[src/rtl/mcts_backprop.sv]
// MCTS backprop walker: pops the node-path stack leaf first and
// updates per-node visit/score counters with alternating perspective.
// Ports: clk, reset, start, result, stack_empty, stack_data in;
// stack_read, busy, done, nodes_updated, err out; rd_addr in with
// rd_visits/rd_score out as a combinational host read port.
module mcts_backprop #(
  parameter int NODE_W = 10,
  parameter int NODE_COUNT = 64,
  parameter int STAT_W = 16,
  localparam int AW = $clog2(NODE_COUNT)
) (
  input  logic              clk,
  input  logic              reset,
  input  logic              start,
  input  logic [1:0]        result,
  input  logic              stack_empty,
  input  logic [NODE_W-1:0] stack_data,
  output logic              stack_read,
  output logic              busy,
  output logic              done,
  output logic [NODE_W-1:0] nodes_updated,
  output logic              err,
  input  logic [AW-1:0]     rd_addr,
  output logic [STAT_W-1:0] rd_visits,
  output logic [STAT_W-1:0] rd_score
);

  typedef enum logic [2:0] {
    IDLE, POP, LOAD, UPDATE, DONE
  } state_e;

  state_e state_q, state_d;
  logic [1:0] res_q, res_d;
  logic persp_q, persp_d;
  logic [NODE_W-1:0] idx_q, idx_d;
  logic [NODE_W-1:0] cnt_q, cnt_d;
  logic err_q, err_d;

  logic [STAT_W-1:0] visits_q [NODE_COUNT];
  logic [STAT_W-1:0] score_q [NODE_COUNT];

  logic in_range;
  logic wr_en;
  logic [AW-1:0] waddr;
  logic win, loss;
  logic [1:0] pts;
  logic [STAT_W:0] v_sum, s_sum;
  logic [STAT_W-1:0] v_d, s_d;

  assign in_range = idx_q < NODE_W'(NODE_COUNT);
  assign waddr = idx_q[AW-1:0];
  assign wr_en = (state_q == UPDATE) && in_range;

  // persp_q=1 is the opponent's view: win and loss trade places
  always_comb begin
    win  = (res_q == 2'b01);
    loss = (res_q == 2'b10);
    if (persp_q) begin
      win  = (res_q == 2'b10);
      loss = (res_q == 2'b01);
    end
    pts = win ? 2'd2 : (loss ? 2'd0 : 2'd1);
  end

  // one extra bit catches overflow for saturation
  always_comb begin
    v_sum = {1'b0, visits_q[waddr]} + (STAT_W+1)'(1);
    s_sum = {1'b0, score_q[waddr]}
          + {{(STAT_W-1){1'b0}}, pts};
    v_d = v_sum[STAT_W] ? '1 : v_sum[STAT_W-1:0];
    s_d = s_sum[STAT_W] ? '1 : s_sum[STAT_W-1:0];
  end

  always_comb begin
    state_d    = state_q;
    res_d      = res_q;
    persp_d    = persp_q;
    idx_d      = idx_q;
    cnt_d      = cnt_q;
    err_d      = err_q;
    stack_read = 1'b0;
    done       = 1'b0;
    unique case (state_q)
      IDLE: begin
        if (start) begin
          res_d   = result;
          persp_d = 1'b0;
          cnt_d   = '0;
          err_d   = 1'b0;
          state_d = POP;
        end
      end
      POP: begin
        if (stack_empty) begin
          state_d = DONE;
        end else begin
          stack_read = 1'b1;
          state_d    = LOAD;
        end
      end
      LOAD: begin
        idx_d   = stack_data;
        cnt_d   = cnt_q + 1'b1;
        state_d = UPDATE;
      end
      UPDATE: begin
        if (!in_range) err_d = 1'b1;
        persp_d = ~persp_q;
        state_d = POP;
      end
      DONE: begin
        done    = 1'b1;
        state_d = IDLE;
      end
      default: state_d = IDLE;
    endcase
  end

  always_ff @(posedge clk) begin
    if (reset) begin
      state_q <= IDLE;
      res_q   <= 2'b00;
      persp_q <= 1'b0;
      idx_q   <= '0;
      cnt_q   <= '0;
      err_q   <= 1'b0;
    end else begin
      state_q <= state_d;
      res_q   <= res_d;
      persp_q <= persp_d;
      idx_q   <= idx_d;
      cnt_q   <= cnt_d;
      err_q   <= err_d;
    end
  end

  always_ff @(posedge clk) begin
    if (reset) begin
      for (int i = 0; i < NODE_COUNT; i++) begin
        visits_q[i] <= '0;
        score_q[i]  <= '0;
      end
    end else if (wr_en) begin
      visits_q[waddr] <= v_d;
      score_q[waddr]  <= s_d;
    end
  end

  assign busy          = (state_q != IDLE);
  assign nodes_updated = cnt_q;
  assign err           = err_q;
  assign rd_visits     = visits_q[rd_addr];
  assign rd_score      = score_q[rd_addr];

endmodule

[config.mk]
export PLATFORM = sky130hd
export DESIGN_NAME = mcts_backprop
export DESIGN_NICKNAME = d
export VERILOG_FILES = /design/src/rtl/mcts_backprop.sv
export SDC_FILE = /design/constraint.sdc
export NUM_CORES = 2
export LEC_CHECK = 0
export CAP_MARGIN = 40
export CORE_ASPECT_RATIO = 1.2
export CORE_MARGIN = 8
export CORE_UTILIZATION = 35
export DETAILED_ROUTE_END_ITERATION = 7
export DONT_BUFFER_PORTS = 1
export SLEW_MARGIN = 20
export SYNTH_ARGS = -nofsm -noshare
export SYNTH_HDL_FRONTEND = slang
export SYNTH_SLANG_ARGS = --single-unit
[constraint.sdc]
create_clock -name clk -period 6.27 [get_ports clk]
set_input_delay 1.254 -clock clk [delete_from_list [all_inputs] [get_ports clk]]
set_output_delay 1.254 -clock clk [all_outputs]
set_load 0.01 [all_outputs]
; ---- Word-level counts from Yosys, hierarchy flattened
; Memory sizes are Yosys's and may differ from the RTL's. A register that Yosys moved wholly into a read port is not among the register bits.
; Cells that the tools add are included.
[totals]
register_bits = 27
latch_bits = 0
mem_bits_rw = 2048
rom_bits = 0
inputBits = 22
output_inout_bits = 46
wordCells = 65
memories = 2
[memory_table]
columns = memory, depth, width, read_ports, rd_clocked_by_memory_dff, wr, line
row1 = score_q, 64, 16, 2, 1, 64, 40  ; logic [STAT_W-1:0] score_q [NODE_COUNT];
row2 = visits_q, 64, 16, 2, 1, 64, 39  ; logic [STAT_W-1:0] visits_q [NODE_COUNT];
[classes]
add_sub_neg = 3
n_mul = 0
div = 0
order_cmp = 1
eq_ne = 8
n_shift = 0
n_mux = 33
bitwise = 1
n_reduce_logical = 11
[op_table]
columns = operator, n
row1 = $mux W16, 4
row2 = $mux W6, 6
row3 = $reduce_or A16 Y1, 2
row4 = $pmux W10 S2, 1
row5 = $add A16 B1 Y17 const B, 1
row6 = $add A16 B2 Y17, 1
row7 = $mux W1, 15
row8 = $pmux W3 S4, 1
row9 = $add A10 B1 Y10 const B, 1
row10 = $lt A10 B7 Y1 const B, 1
row11 = $mux W10, 1
row12 = $eq A3 B2 Y1 const B, 2
row13 = $mux W3, 2
row14 = $reduce_and A2 Y1, 3
row15 = $ne A2 B2 Y1 const B, 2
row16 = $pmux W1 S2, 2
row17 = $reduce_bool A2 Y1, 2
row18 = $eq A3 B1 Y1 const B, 1
row19 = $eq A3 B3 Y1 const B, 1
row20 = $logic_not A3 Y1, 1
row21 = $reduce_and A3 Y1, 1
row22 = $reduce_bool A3 Y1, 1
row23 = $eq A2 B1 Y1 const B, 1
row24 = $eq A2 B2 Y1 const B, 1
row25 = other kinds (3), 3

; ---- Depth between registers and ports, before layout
[logic_depth]
word_depth = 7
depth_mapped = 23
depth_no_buf = 12

; ---- Least setup slack after synthesis
; OpenSTA, ideal clock, no wires.
[synth_path]
path_kind = register -> register
from = register with a tool-made name
to = memory score_q[57][15], data pin
setup_ns = 0.266
arrival_ns = 5.462
t_required_ns = 6.004
path_slack_ns = 0.542
path_stages_with_launch = 20
n_path_buf = 10
synth_period_minus_slack_ns = 5.728
path_cell_list = dfxtp_1 > buf_6 > buf_12 > buf_6 > buf_6 > buf_6 > buf_6 > buf_6 > buf_4 > buf_1 > mux4_2 > mux4_2 > mux4_2 > ha_1 > a21oi_1 > or2_2 > nor4_1 > mux2i_1 > clkbuf_1 > nor2_1
[synth_lines]
columns = element, line
row1 = "end, declared", 40

; ---- Worst setup path in the final report
[layout_path]
from = input port rd_addr[0]
to = output port rd_score[3]
[layout_between]
elab_chain_cells = 1
[layout_lines]
columns = element, line
row1 = "start, declared", 23  ; input logic [AW-1:0] rd_addr,
row2 = $mem_v2 Z64 W16, n/a
row3 = "end, declared", 25  ; output logic [STAT_W-1:0] rd_score
; Every way passes these cells.

==> impl_metrics.yaml <==
sta:
  setup_violations: 0
  slew_viol_final: 499
  worst_pin_slew_ps: 2640
  timing.fmax_ghz: 0.161
  skew_ps: 67.8
  slew_headroom: -0.759
  period_needed_ps: 6220
  hold_violations: 0
  rsz0062_at_grt: "false"
  period_share: 0.993
  fin_ws_ps: 46.4
  tns_ps: 0
yosys:
  syn_area_um2: 108000
  ys_top_cells_by_area: "edfxtp_1 (57%), mux4_2 (23%), nor2_1 (4.7%)"
  yosysMostFrequentCell: "edfxtp_1"
  synthArstFlopShare: 0
  synth_cell_types: 87
  syn_avg_cell_area_um2: 14.9
  yosys_warnings: 0
  synth_commonest_cells: "edfxtp_1 (2048), nor2_1 (1349), mux4_2 (1120), nor3_1 (670), clkbuf_1 (470)"
  synth-seq-cells: 2081
  ys.flop_type: "edfxtp_1"
  syn_inst: 7277
  post-synth-top-area-cell: "edfxtp_1"
  yosysSeqAreaShare: 0.574
  synth_edf_count: 2048
  synthesis.nets: 7306
  yosysTopAreaCellShare: 0.568
critical_path:
  reg2reg_depth: 13
  crit_type: "in -> out"
  crit_path_max_incr_delay_ps: 1250
  cp-start-kind: "primary input"
  crit_fanout: 512
  arrival_ps: 4970
  path_cells: "mux4_2 > mux4_2 > mux2_2 > nand2_1 > o21ai_0 > buf_4"
  endpoint_kind: "output pin"
  crit_path_top_delay_cell: "mux4_2"
  path_common_cell: "mux4_2"
  worstPathRequired_ps: 5020
global_route:
  antenna_found_initial: 28
  first_global_vias: 74400
  grt_pass1_wl_um: 593000
  grt_use_total: 0.256
  grt_max_degree: 513
  grt_overflow: 0
placement:
  placed_cells: 10900
  hpwl_um: 265000
  gp_congestion: 0.905
  port_buffers: 0
  pre_cts_ws_ps: 733
flow_run:
  timing.max_cap.violations: 0
cts:
  cts_buffer_depth: 4
  cts_max_level: 4
  ctsResizeCount: 0
  post-cts-setup-buffers: 0
  cts_made_buffers: 202
  clock-root-buffer: "clkbuf_16"
  cts_tree: "done"
  ctsHoldBuffers: 0
  clk_latency_ps: 910
  clk_pin_slew_worst_paths_ps: 60
  clock-sinks: 2081
route:
  drt-wirelength-per-cell_um: 38.4
  viasPerCell: 6.65
  first_pass_iters: 8
  drt_iter0_drc: 12200
  vias: 75000
  drc_errors: 0
  drtAntennaViolNets: 0
  wirelength_um: 433000
finish:
  final_cells: 11300
  finalNetCount: 7073
  final_core_util: 0.389
  fillers: 28200
  syn2layout_area_growth_pct: 11.0
  drive_above_1_share: 0.282
min_path:
  worstHoldPathCells: 2
  hold_path_class: "reg -> reg"
floorplan:
  dieArea_um2: 328000
  rows: 224
  core-area_um2: 309000
  initial_core_util: 0.351
  ios: 68
  die_height_um: 626
  die_w_um: 524
power_and_ir_drop:
  finalPower_mw: 31.6
  p_leak_nw: 38.8
  peakVddDrop_mv: 0.246
  powerDensity_nw_per_um2: 263
run_status:
  failed_checks: "max-slew violations"
  status: "finished with violations"
-- kinds of logic after synthesis --
group	after synthesis	share of synthesized area
adder cells (fa/ha/maj)	7	0.000878
buffers and inverters	855	0.0403
multiplexers	1348	0.255
AND/OR/NAND/NOR	2504	0.101
AO/OA/AOI/OAI	476	0.0280
flip-flops	2081	0.574
XOR/XNOR	6	0.000485
-- worst paths after layout --
path	start	to	slack (ps)
hold / removal	idx_q[9]	idx_q[9]	460
setup reg to reg	flip-flop	visits_q[10][10]	600
setup / recovery	rd_addr[0]	rd_score[3]	50
hold reg to reg	idx_q[9]	idx_q[9]	460
-- cells in the final DEF (no fill, tap or decap), types with 17 or more instances in the layout --
cell type / synthesis / routed
a21oi_1: 192 / 189
a22oi_1: 61 / 61
a31oi_1: 17 / 17
buf_12: 1 / 87
buf_4: 68 / 293
clkbuf_1: 470 / 41
clkbuf_16: 0 / 209
clkinv_1: 3 / 48
clkinv_2: 0 / 39
dfxtp_1: 33 / 27
edfxtp_1: 2048 / 2048
mux2_2: 35 / 35
mux2i_1: 186 / 183
mux4_2: 1120 / 1120
nand2_1: 217 / 155
nand2_2: 0 / 62
nand2b_2: 0 / 58
nand3_1: 41 / 41
nor2_1: 1349 / 1340
nor2b_1: 23 / 18
nor3_1: 670 / 668
o21ai_0: 38 / 36
o22ai_1: 57 / 57
-- cell type report --
type	instances	area, µm²	share of cell area
timing repair buffer	399	4320	0.0360
sequential	2081	62200	0.517
inverter	19	73.8	0.000614
antenna	13	32.5	0.000271
multi-input combinational	4341	42500	0.354
clock buffer	251	5400	0.0449
tap	4068	5090	0.0423
clock inverter	98	626	0.00520
-- metrics by stage --
step / hold WS (ps) / area [µm²]
after CTS: 431 / 120000
after global placement: 436 / 113000
after detailed placement: 451 / 114000
final: 457 / 120000
after floorplan: 431 / 108000
after global routing: 451 / 120000
-- flip-flops by register name (all words and copies together), names as in the netlist, named ones only --
signal,flops
visits_q,1024
nodes_updated,10
err,1
state_q,3
persp_q,1
res_q,2
score_q,1024
idx_q,10
-- layer usage --
layer | up-vias | GRT usage | wire length (µm)
met5 | - | 0 | 126
met4 | 20 | 0.207 | 44000
met3 | 1807 | 0.0620 | 51900
met2 | 6271 | 0.414 | 202000
met1 | 38700 | 0.289 | 134000
li1 | 28200 | - | -
-- where the power goes --
group	leakage [nW]	internal, mW	switching, mW	total [mW]
Sequential	21.4	15.7	0.265	16.0
Combinational	14.4	1.44	2.38	3.83
Clock	2.97	6.34	5.43	11.8
Total	38.8	23.5	8.08	31.6
-- worst max-delay path: cells and delay by family --
family | cells | cell delay (ps)
and+or+nand+nor | 1 | 90
AOI/OAI and AO/OA | 1 | 190
buffers and inverters | 1 | 250
muxes | 3 | 2140
Power figures use the tool's default switching activity.
